### config.mk
export PLATFORM = sky130hd
export DESIGN_NAME = mfu_accum
export DESIGN_NICKNAME = d
export VERILOG_FILES = /design/src/rtl/sparse_dnn_pkg.sv /design/src/rtl/mfu_unpack.sv /design/src/rtl/mfu_accum.sv
export SDC_FILE = /design/constraint.sdc
export NUM_CORES = 1
export LEC_CHECK = 0
export ABC_AREA = 0
export BUFFER_PORTS_ARGS = -buffer_cell sky130_fd_sc_hd__buf_2
export CAP_MARGIN = 15
export CORE_AREA = 2 2 266 268
export DETAILED_ROUTE_END_ITERATION = 8
export DIE_AREA = 0 0 268 270
export SLEW_MARGIN = 20
export SYNTH_ARGS = -nofsm -noshare
export SYNTH_HDL_FRONTEND = slang
export SYNTH_HIERARCHICAL = 1
export SYNTH_SLANG_ARGS = --single-unit
### constraint.sdc
create_clock -name clk -period 9.8 [get_ports clk]
set_input_delay 0.98 -clock clk [delete_from_list [all_inputs] [get_ports clk]]
set_output_delay 0.98 -clock clk [all_outputs]
set_load 0.01 [all_outputs]
### src/rtl/sparse_dnn_pkg.sv
// rtl/sparse_dnn_pkg.sv - shared mode, lane-geometry and state definitions for the sparse_dnn mfu path
package sparse_dnn_pkg;

    localparam logic [2:0] MODE_2X2 = 3'b000;
    localparam logic [2:0] MODE_4X4 = 3'b001;
    localparam logic [2:0] MODE_8X8 = 3'b010;

    localparam int LANES_2X2 = 16;
    localparam int LANES_4X4 = 8;
    localparam int LANES_8X8 = 4;

    localparam int PW_2X2 = 4;
    localparam int PW_4X4 = 8;
    localparam int PW_8X8 = 16;

    typedef enum logic [1:0] {
        IDLE  = 2'd0,
        ACCUM = 2'd1,
        HOLD  = 2'd2
    } state_t;

endpackage

### src/rtl/mfu_unpack.sv
// rtl/mfu_unpack.sv - splits a packed mfu product word into zero-extended per-lane products
module mfu_unpack
    import sparse_dnn_pkg::*;
#(
    parameter int ACC_W = 20,
    parameter int LANES = 16
) (
    input  logic [63:0]            o,
    input  logic [2:0]             mode,
    output logic [LANES*ACC_W-1:0] lanes,
    output logic                   mode_invalid
);

    always_comb begin
        lanes        = '0;
        mode_invalid = 1'b0;
        case (mode)
            MODE_2X2: begin
                for (int k = 0; k < LANES_2X2; k++)
                    lanes[k*ACC_W +: ACC_W] = {{(ACC_W-PW_2X2){1'b0}}, o[k*PW_2X2 +: PW_2X2]};
            end
            MODE_4X4: begin
                for (int k = 0; k < LANES_4X4; k++)
                    lanes[k*ACC_W +: ACC_W] = {{(ACC_W-PW_4X4){1'b0}}, o[k*PW_4X4 +: PW_4X4]};
            end
            MODE_8X8: begin
                for (int k = 0; k < LANES_8X8; k++)
                    lanes[k*ACC_W +: ACC_W] = {{(ACC_W-PW_8X8){1'b0}}, o[k*PW_8X8 +: PW_8X8]};
            end
            default: mode_invalid = 1'b1;
        endcase
    end

endmodule

### src/rtl/mfu_accum.sv
// rtl/mfu_accum.sv - per-tile saturating lane accumulator behind the mfu multiplier
module mfu_accum
    import sparse_dnn_pkg::*;
#(
    parameter int ACC_W = 20,
    parameter int LANES = 16
) (
    input  logic                   clk,
    input  logic                   rst_n,
    input  logic                   in_valid,
    output logic                   in_ready,
    input  logic [63:0]            in_o,
    input  logic [2:0]             in_mode,
    input  logic                   in_last,
    output logic                   out_valid,
    input  logic                   out_ready,
    output logic [LANES*ACC_W-1:0] out_acc,
    output logic [2:0]             out_mode,
    output logic                   out_sat,
    output logic                   err_mode
);

    state_t                 state, state_n;
    logic [LANES*ACC_W-1:0] acc, lanes, sum;
    logic [2:0]             tile_mode;
    logic                   sat, err, mode_invalid, any_sat;
    logic                   accept, starting, bad, load, clear, add;

    mfu_unpack #(.ACC_W(ACC_W), .LANES(LANES)) u_unpack (
        .o            (in_o),
        .mode         (in_mode),
        .lanes        (lanes),
        .mode_invalid (mode_invalid)
    );

    assign in_ready  = (state != HOLD) || out_ready;
    assign accept    = in_valid && in_ready;
    // A beat accepted while releasing a result opens a new tile, just like IDLE.
    assign starting  = (state == IDLE) || (state == HOLD && out_ready);
    assign bad       = mode_invalid || (state == ACCUM && in_mode != tile_mode);
    assign out_valid = (state == HOLD);
    assign out_acc   = acc;
    assign out_mode  = tile_mode;
    assign out_sat   = sat;
    assign err_mode  = err;

    always_comb begin
        logic [ACC_W:0] s;
        sum     = '0;
        any_sat = 1'b0;
        for (int k = 0; k < LANES; k++) begin
            s = {1'b0, acc[k*ACC_W +: ACC_W]} + {1'b0, lanes[k*ACC_W +: ACC_W]};
            if (s[ACC_W]) begin
                sum[k*ACC_W +: ACC_W] = '1;
                any_sat               = 1'b1;
            end else begin
                sum[k*ACC_W +: ACC_W] = s[ACC_W-1:0];
            end
        end
    end

    always_comb begin
        state_n = state;
        load    = 1'b0;
        clear   = 1'b0;
        add     = 1'b0;
        if (state == HOLD && out_ready)
            state_n = IDLE;
        if (accept) begin
            if (starting) begin
                load  = !bad;
                clear = bad;
                if (in_last)
                    state_n = HOLD;
                else
                    state_n = bad ? IDLE : ACCUM;
            end else begin
                add = !bad;
                if (in_last)
                    state_n = HOLD;
            end
        end
    end

    always_ff @(posedge clk) begin
        if (!rst_n)
            state <= IDLE;
        else
            state <= state_n;
    end

    always_ff @(posedge clk) begin
        if (!rst_n) begin
            acc       <= '0;
            tile_mode <= MODE_2X2;
            sat       <= 1'b0;
            err       <= 1'b0;
        end else begin
            if (load) begin
                acc       <= lanes;
                tile_mode <= in_mode;
                sat       <= 1'b0;
            end else if (clear) begin
                acc <= '0;
                sat <= 1'b0;
            end else if (add) begin
                acc <= sum;
                sat <= sat | any_sat;
            end
            if (accept && bad)
                err <= 1'b1;
        end
    end

endmodule
==> metrics <==
type of the most critical hold path=reg2reg; endpoint type of the worst setup path=flip-flop; clock tree from TritonCTS=built; core footprint=69500 µm²; deepest clock path buffer count=3; DRC=0; proportion of synthesized chip area in sequential cells=21.1%; number of synthesized register bits=327; startpoint of the lowest-slack register-to-register path=out_mode[2]; Max Cap Viol=0; global-route usage over all layers=29.6%; hold-fix buffer count after cts=0; worst-case clock skew=23.2 ps; highest-count cells in the layout ignoring fill and taps=a21oi_1 (643), buf_2 (398), nor2_1 (350); average cell area after synthesis=7.55 µm²; startpoint-to-endpoint class of the critical path=in2reg; wire length of the first global-routing pass=168000 µm; placed inst area=32800 µm²; Cell Count Post-Placement=5247; critical path startpoint category=primary input; area share of the largest cell type after synthesis=21.1%; Std-Cell Rows=97; worst skew pair latency=600 ps; Final Max Tran Viols=0; drt pass-1 iters=6; share of post-route cells with drive strength above 1=12.7%; Final Instance Count excl. Fillers=5336; final antenna-violating net count=0; number of instances resized during post-cts repair=0; proportion of synthesized area in mux cells=0.820%; slew at the pin closest to its max-slew limit=1080 ps; number of clock buffers inserted by TritonCTS=45; clock-pin slew on the worst setup and hold paths=60 ps; remaining global-route overflow=0; final wirelength=111000 µm; total number of clock tree sinks=327; final hold vios=0; die height=270 µm; Area Overhead vs Synth=10.9%; worst voltage drop across the vdd grid=0.109 mV; peak clock frequency supported by timing=187 MHz; run status=finished clean; half-perimeter wire length after detailed placement=78200 µm; Setup Buffers After CTS=0; vias in the first global route=28800; starting density of the core=44.5%; die width=268 µm; cell taking the most area after synthesis=dfxtp_1; TNS Setup=0 ps; Die Outline Area=72400 µm²; arrival time of the worst setup path=5790 ps; Avg Vias per Cell=5.81; number of distinct library cells after synthesis=90; wire length per cell=20.8 µm; worst hold path startpoint=err_mode; fill cell total of the finished layout=7051; CTS HTree Levels=2; synthesized cell area=31000 µm²; clock period minus worst slack=5360 ps; standby leakage power=15.7 nW; Worst setup startpoint=in_mode[0]; compound-cell area share of the yosys netlist=30.6%; crit path max fanout=42; largest net degree at the start of global routing=158; biggest area contributors in the synthesized netlist=dfxtp_1 (21%), ha_1 (13%), a21oi_1 (10%), buf_4 (4.9%), nor2_1 (4.3%); Adder-Cell Fraction of Synth Area=14.0%; number of antenna violations at the first check in global routing=6; combinational family with the most area after synthesis=compound AO/OA/AOI/OAI gates; worst slew margin relative to its limit=28.2%; count of flip-flops with a built-in enable after synthesis=0; portion of the clock cycle consumed by the worst path in the final layout=54.7%; total via count after detailed routing=31000; unrepaired setup endpoints after global routing=false; sequential standard cell area=6550 µm²; number of I/O pins=399; parity-gate share of the synthesized area counting xor and xnor cells=6.76%; post-route cell area=34300 µm²; DR iter-0 viols=2420; number of buffer cells added on primary ports=398; CTS Root Cell=clkbuf_16; synthesized instance count=4102; share of async-settable or async-resettable flops after synthesis=0%; Synth Flop Type=dfxtp_1; count of synthesis-stage warnings from yosys=6; power per unit of standard cell area=135 nW/µm²; required time reported for the critical path endpoint=10230 ps; nets@finish=4762; leading cell type in the layout, fill and taps excluded=a21oi_1; combined area of the multi-input logic cells=22400 µm²; simple-gate portion of the synthesized area=17.5%; routability congestion estimate from global placement=0.935; final setup violating endpoints=0
[report_power, final]
group	leakage (nW)	switching, mW	internal, mW	total [mW]
logic	12.3	0.880	0.529	1.41
clock network	0.755	0.698	1.03	1.73
registers	2.68	0.0911	1.42	1.51
[registers in the layout (all words and copies together), names as in the netlist]
name and flops:
out_mode 3, err_mode 1, out_acc 320, out_sat 1, state 2
[final timing paths]
path | end | slack (ps) | depth (start not counted)
setup reg to reg | out_acc[99] | 5580 | 11
setup / recovery | out_acc[5] | 4440 | 16
hold reg to reg | err_mode | 460 | 1
hold / removal | err_mode | 460 | 1
[logic make-up after synthesis]
logic type	count (synthesis)
buffers and inverters	532
flip-flops	327
AO/OA/AOI/OAI	1500
multiplexers	25
adder cells (fa/ha/maj)	336
AND/OR/NAND/NOR	1142
other	1
XOR/XNOR	239
[metal layers]
metal	vias to the layer above	share of wire, %	global-route usage (%)
li1	15200	-	-
met2	1007	44	46.1
met4	0	3.4	10.0
met5	-	0	1.01
met3	162	8.1	6.09
met1	14600	45	40.4
[Yosys cell counts (18+ instances only)]
master	instances
o211ai_1	18
inv_1	115
buf_4	201
ha_1	320
o21a_1	62
a21o_1	82
dfxtp_1	327
xnor2_1	142
o21ai_0	215
a311oi_1	45
a22oi_1	48
nand3_1	65
o221ai_1	24
and3_1	20
nand2b_1	50
a21oi_1	643
and2_1	77
xor2_1	97
nor2_1	353
buf_1	21
a31oi_1	55
nor4_1	29
a211oi_1	63
a2111oi_0	43
clkbuf_1	168
nand2_1	253
nor3_1	156
o21bai_1	32
o31ai_1	20
nor2b_1	44
or3_1	30
mux2i_1	22
[critical path: stages]
cell and delay [ps]:
buf_2 80, buf_4 440, nand2b_1 530, a21oi_1 310, and2_1 260, ha_1 200, or3_1 420, o21bai_1 200
nand4_1 110, nand2_1 110, a31oi_1 290, a21oi_1 140, a31oi_1 750, nand2_1 500, o221ai_1 320, a21oi_1 90
[metrics by stage]
stage / utilization [%] / hold WS [ps] / worst slack [ps] / total power, mW
floorplan: - / 454 / 5530 / 2.56
global placement: 47.1 / 450 / 3620 / 2.90
detailed placement: 47.2 / 448 / 3910 / 2.91
CTS: 49.3 / 461 / 4520 / 4.64
global route: 49.4 / 489 / 4140 / 4.88
finish: 49.4 / 459 / 4440 / 4.64
[layout make-up]
type | instances | share of cell area, %
multi-input cells | 3434 | 65.2
flip-flops and latches | 327 | 19.1
repair buffers | 429 | 6.56
clock buffers | 72 | 4.08
well taps | 940 | 3.43
inverters | 117 | 1.30
clock inverters | 12 | 0.332
diodes | 5 | 0.0364
Note: power is estimated with default switching activity, not from simulation.
